**config.mk**
```make
export PLATFORM = sky130hd
export DESIGN_NAME = uart_tx_arbiter
export DESIGN_NICKNAME = d
export VERILOG_FILES = /design/src/rtl/uart_pkg.sv /design/src/rtl/uart_req_arbiter.sv /design/src/rtl/uart_tx_arbiter.sv
export SDC_FILE = /design/constraint.sdc
export NUM_CORES = 1
export LEC_CHECK = 0
export ABC_CLOCK_PERIOD_IN_PS = 3400
export BUFFER_PORTS_ARGS = -buffer_cell sky130_fd_sc_hd__clkbuf_2
export CAP_MARGIN = 20
export CORE_ASPECT_RATIO = 0.7
export CORE_MARGIN = 4
export CORE_UTILIZATION = 49
export CTS_CLUSTER_DIAMETER = 60
export DETAILED_ROUTE_END_ITERATION = 8
export GPL_ROUTABILITY_DRIVEN = 0
export PLACE_DENSITY = 0.84
export SETUP_SLACK_MARGIN = 0.15
export SLEW_MARGIN = 40
export SYNTH_ARGS = -nofsm -noshare
export SYNTH_HDL_FRONTEND = slang
export SYNTH_SLANG_ARGS = --single-unit
```
**constraint.sdc**
```tcl
create_clock -name clk -period 3.4 [get_ports clk]
set_input_delay 0 -clock clk [delete_from_list [all_inputs] [get_ports clk]]
set_output_delay 0 -clock clk [all_outputs]
set_load 0.02 [all_outputs]
```
**src/rtl/uart_pkg.sv**
```systemverilog
// uart_pkg: shared constants and types for the UART transmit arbiter slice.
//   UART_DATA_W       - byte width carried to the transmitter
//   UART_FRAME_CYCLES - clocks per frame (start + 8 data + stop)
//   uart_arb_state_e  - arbiter FSM states (IDLE=0, START=1, WAIT=2, GAP=3)
//   max_int()         - helper used to size the frame/gap counter
package uart_pkg;

    localparam int UART_DATA_W       = 8;
    localparam int UART_FRAME_CYCLES = 10;

    typedef enum logic [1:0] {
        ST_IDLE  = 2'd0,
        ST_START = 2'd1,
        ST_WAIT  = 2'd2,
        ST_GAP   = 2'd3
    } uart_arb_state_e;

    function automatic int max_int(input int a, input int b);
        return (a > b) ? a : b;
    endfunction

endpackage

```
**src/rtl/uart_req_arbiter.sv**
```systemverilog
// uart_req_arbiter: picks one requester out of NREQ valids.
//   clk, reset  - clock and synchronous active-low reset (round-robin pointer only)
//   valid_i     - per-requester request
//   update_i    - accept strobe; advances the round-robin pointer
//   grant_o     - one-hot grant (all zero when no request)
//   idx_o       - index of the granted requester
// Build option: UART_TX_ARB_RR_EN selects round-robin; otherwise fixed
// priority with the lowest index winning and no pointer state.
module uart_req_arbiter
    import uart_pkg::*;
#(
    parameter  int NREQ = 4,
    localparam int IDW  = $clog2(NREQ)
) (
    input  logic            clk,
    input  logic            reset,
    input  logic [NREQ-1:0] valid_i,
    input  logic            update_i,
    output logic [NREQ-1:0] grant_o,
    output logic [IDW-1:0]  idx_o
);

`ifdef UART_TX_ARB_RR_EN
    logic [IDW-1:0] ptr_q, ptr_d;
    logic           found;
    int unsigned    j;

    always_ff @(posedge clk) begin
        if (!reset) ptr_q <= '0;
        else        ptr_q <= ptr_d;
    end

    // Next search starts one past the requester just accepted.
    always_comb begin
        ptr_d = ptr_q;
        if (update_i) begin
            ptr_d = (idx_o == IDW'(NREQ - 1)) ? '0 : idx_o + 1'b1;
        end
    end

    // Rotate the search origin to ptr_q; wrap manually so NREQ need not be a power of two.
    always_comb begin
        grant_o = '0;
        idx_o   = '0;
        found   = 1'b0;
        j       = '0;
        for (int unsigned k = 0; k < NREQ; k++) begin
            j = int'(ptr_q) + k;
            if (j >= NREQ) j = j - NREQ;
            if (!found && valid_i[j[IDW-1:0]]) begin
                found                = 1'b1;
                grant_o[j[IDW-1:0]]  = 1'b1;
                idx_o                = j[IDW-1:0];
            end
        end
    end
`else
    logic found;
    logic unused_rr;

    assign unused_rr = ^{clk, reset, update_i};

    always_comb begin
        grant_o = '0;
        idx_o   = '0;
        found   = 1'b0;
        for (int unsigned i = 0; i < NREQ; i++) begin
            if (!found && valid_i[i]) begin
                found      = 1'b1;
                grant_o[i] = 1'b1;
                idx_o      = IDW'(i);
            end
        end
    end
`endif

endmodule

```
**src/rtl/uart_tx_arbiter.sv**
```systemverilog
// uart_tx_arbiter: shares one byte-wide UART transmitter among NREQ requesters.
//   clk, reset - clock and synchronous active-low reset
//   req_valid  - per-requester byte valid
//   req_data   - requester i byte at [8*i+7:8*i]
//   req_ready  - one-hot accept, only in IDLE and only while out of reset
//   tx_data    - byte to the transmitter, held until the next accept
//   tx_start   - one-cycle start strobe to the transmitter
//   busy       - high from the accept until the FSM is back in IDLE
//   grant_id   - index of the requester owning the current frame
// Build option: UART_TX_ARB_RR_EN selects round-robin arbitration
// (default: fixed priority, lowest index wins).
// Frame completion is counter-timed; the transmitter's sticky done is not used.
module uart_tx_arbiter
    import uart_pkg::*;
#(
    parameter  int NREQ         = 4,
    parameter  int FRAME_CYCLES = UART_FRAME_CYCLES,
    parameter  int GAP_CYCLES   = 1,
    localparam int IDW          = $clog2(NREQ)
) (
    input  logic                        clk,
    input  logic                        reset,
    input  logic [NREQ-1:0]             req_valid,
    input  logic [UART_DATA_W*NREQ-1:0] req_data,
    output logic [NREQ-1:0]             req_ready,
    output logic [UART_DATA_W-1:0]      tx_data,
    output logic                        tx_start,
    output logic                        busy,
    output logic [IDW-1:0]              grant_id
);

    localparam int CNT_W = $clog2(max_int(FRAME_CYCLES, GAP_CYCLES) + 1);

    uart_arb_state_e        state_q, state_d;
    logic [CNT_W-1:0]       cnt_q, cnt_d;
    logic [UART_DATA_W-1:0] tx_data_q, tx_data_d;
    logic [IDW-1:0]         grant_id_q, grant_id_d;
    logic                   busy_q, busy_d;

    logic [NREQ-1:0]        arb_grant;
    logic [IDW-1:0]         arb_idx;
    logic [UART_DATA_W-1:0] sel_data;
    logic                   accept;

    uart_req_arbiter #(
        .NREQ (NREQ)
    ) u_arb (
        .clk      (clk),
        .reset    (reset),
        .valid_i  (req_valid),
        .update_i (accept),
        .grant_o  (arb_grant),
        .idx_o    (arb_idx)
    );

    // Ready is gated by reset so nothing is accepted while reset is low.
    assign req_ready = (state_q == ST_IDLE && reset) ? arb_grant : '0;
    assign accept    = |req_ready;

    always_comb begin
        sel_data = '0;
        for (int unsigned i = 0; i < NREQ; i++) begin
            if (arb_idx == IDW'(i)) sel_data = req_data[UART_DATA_W*i +: UART_DATA_W];
        end
    end

    always_ff @(posedge clk) begin
        if (!reset) begin
            state_q    <= ST_IDLE;
            cnt_q      <= '0;
            tx_data_q  <= '0;
            grant_id_q <= '0;
            busy_q     <= 1'b0;
        end else begin
            state_q    <= state_d;
            cnt_q      <= cnt_d;
            tx_data_q  <= tx_data_d;
            grant_id_q <= grant_id_d;
            busy_q     <= busy_d;
        end
    end

    always_comb begin
        state_d    = state_q;
        cnt_d      = cnt_q;
        tx_data_d  = tx_data_q;
        grant_id_d = grant_id_q;
        busy_d     = busy_q;
        case (state_q)
            ST_IDLE: begin
                if (accept) begin
                    tx_data_d  = sel_data;
                    grant_id_d = arb_idx;
                    busy_d     = 1'b1;
                    state_d    = ST_START;
                end
            end
            ST_START: begin
                cnt_d   = CNT_W'(FRAME_CYCLES - 1);
                state_d = ST_WAIT;
            end
            ST_WAIT: begin
                if (cnt_q == '0) begin
                    if (GAP_CYCLES > 0) begin
                        cnt_d   = CNT_W'(GAP_CYCLES - 1);
                        state_d = ST_GAP;
                    end else begin
                        busy_d  = 1'b0;
                        state_d = ST_IDLE;
                    end
                end else begin
                    cnt_d = cnt_q - 1'b1;
                end
            end
            ST_GAP: begin
                if (cnt_q == '0) begin
                    busy_d  = 1'b0;
                    state_d = ST_IDLE;
                end else begin
                    cnt_d = cnt_q - 1'b1;
                end
            end
            default: state_d = ST_IDLE;
        endcase
    end

    assign tx_start = (state_q == ST_START);
    assign tx_data  = tx_data_q;
    assign grant_id = grant_id_q;
    assign busy     = busy_q;

endmodule

```
==> flow_metrics.tcl <==
set metrics [dict create \
    outcome "completed" \
    overflow 0 \
    wl_um 3330 \
    peakVddDrop_mv 0.401 \
    die_w_um 65.7 \
    hpwl_um 2570 \
    syn-cell-area_um2 1140 \
    ys_warn_count 0 \
    cts_max_path_buffers 2 \
    diodes 0 \
    h-tree-depth 1 \
    cap_violations 0 \
    cp-end-kind "flop" \
    critPathTopFamily "buffers and inverters" \
    slew_violations 0 \
    layout-drive-gt1-share_pct 30.7 \
    wire_per_inst_um 14.0 \
    synth_nets 196 \
    synthDistinctLibCells 35 \
    path_max_fanout 8 \
    reg2reg_from "state_q[0]" \
    path_cells "inv_1, ha_1, nand2_1, nor2_1, o21ai_0, o21ai_1, dlygate4sd3_1" \
    die_y_um 48.4 \
    cpPeakStageDelay_ns 0.55 \
    max_slew_margin_pct 50.0 \
    startpoint_type "flop" \
    tightest_slew_ns 0.749 \
    critPathKind "flop to flop" \
    synth.yosys.seq_area_share_pct 29.8 \
    nNetsFinal 251 \
    vias 1316 \
    cts_tree "yes" \
    die_area_um2 3180 \
    grt_max_degree 25 \
    rsz0062_at_grt "no" \
    synth_area_per_cell_um2 7.57 \
    core_um2 2190 \
    synth_flop_cell "dfxtp_1" \
    hold_path_startpoint "req_data[2]" \
    synth_edf_count 0 \
    worstSkewPairLatency_ns 0.30 \
    synth_cells 151 \
    ios 54 \
    critPathArrivalTime_ns 2.57 \
    rr_worst_depth 7 \
    ys_async_sr_fraction_pct 0 \
    grt_pass1_vias 1281 \
    postRouteAntennaNets 0 \
    hp-class "input pin to flop" \
    finalSetupTns_ns 0 \
    drc_errors 0 \
    p_leak_uw 0.000730 \
    fill_cells 186 \
    port_buffers 53 \
    numCtsBuffers 3 \
    dp_slack_ns 1.58 \
    cts-root-buf "clkbuf_4" \
    cp.required_ns 3.66 \
    antenna_found_initial 0 \
    synth_seq_cells 17 \
    power_per_cell_area_nw_per_um2 648 \
    grt_use_total_pct 21.0 \
    crit_cells 7 \
    cts_setup_buffers 0 \
    hold_viol 0 \
    crit_start "state_q[0]" \
    timing.final.crit_share_pct 68.2 \
    syn2layout_area_growth_pct 30.1 \
    final_common_cell "clkbuf_2" \
    clk_pin_slew_ns 0.11 \
    slowest_stage "dlygate4sd3_1" \
    fin_ws_ns 1.08 \
    critPathBufInv 2 \
    skew_ns 0.00491 \
    grt_pass1_wl_um 5400 \
    min_period_ns 2.32 \
    row_count 14 \
    mostFrequentLayoutCells "clkbuf_2, o21ai_0, dfxtp_1" \
    drt_iter0_drc 38 \
    vias_per_cell 5.55 \
    setup_viol 0 \
    clock_sinks 17 \
    whs_path_depth 3 \
    max_clock_freq_mhz 431 \
    start_util_pct 52.2 \
    drt_pass1_iterations 4 \
]
worst paths after layout:
| kind | slack (ns) | endpoint |
|---|---|---|
| max reg2reg | 1.08 | tx_data[0] |
| min reg2reg | 0.46 | tx_data[2] |
| max | 1.08 | tx_data[0] |
| min | 0.002 | tx_data[2] |
layer usage:
layer	routed length (um)	GRT usage (%)
met2	1730	36.9
met4	46	8.62
met1	1250	23.9
met5	0	0
met3	302	5.32
cell usage after synthesis, types with 2 or more instances:
cell type / n / area share [%]
a211o_1: 8 / 6.1
clkbuf_1: 6 / 2.0
o21ai_0: 24 / 11
nor3b_1: 2 / 1.3
inv_1: 14 / 4.6
a21oi_1: 14 / 6.1
nor2_1: 9 / 3.0
dfxtp_1: 17 / 30
a22oi_1: 8 / 5.3
nor3_1: 4 / 1.8
and2_1: 2 / 1.1
nand2_1: 14 / 4.6
ha_1: 7 / 7.7
sequential cells by signal (all words and copies together), names as in the netlist:
register / cells
tx_data: 8
cnt_q: 4
grant_id: 2
state_q: 2
busy: 1
cells by family after synthesis:
logic type      share of synthesized area, %
buf+inv                                 7.99
simple gates                            17.9
flops                                   29.8
fa+ha+maj                               7.66
mux                                    0.875
compound gates                          35.8
metrics by stage:
stage                     cell area (um2)  cells  total power, uW  utilization [%]  hold slack, ns
final                                1490    237              964             67.9         0.00250
after global routing                 1490    237             1040             67.9          0.0232
after CTS                            1480    236              958             67.5         0.00287
after detailed placement             1410    228              837             64.4           0.305
after global placement               1410    228              802             64.4           0.296
after floorplan                      1140    151              689                -           0.119
power by group:
part           internal [uW]  switching (uW)  total [uW]
clock network           43.9            72.8         117
logic                    212             315         528
registers                266            53.0         319
worst register-to-register path, cell delays in order (launching register included):
cell,delay [ns]
dfxtp_1,0.36
inv_1,0.12
ha_1,0.32
nand2_1,0.21
nor2_1,0.40
o21ai_0,0.17
o21ai_1,0.14
dlygate4sd3_1,0.56
cell type report:
type                    instances  area (um2)  area share [%]
multi-input cells             112         712            47.9
clock buffers                   3        22.5            1.51
clock inverters                 1        5.00           0.336
repair buffers                 58         315            21.2
inverters                      14        52.6            3.53
well taps                      32        40.0            2.69
flip-flops and latches         17         340            22.9
timing repair:
item | in CTS | in global routing
endpoints found under the hold margin | 3 | 1
hold buffers | 4 | 1
resized for setup | 0 | 0
No activity file was read; power rests on OpenSTA's default activity.
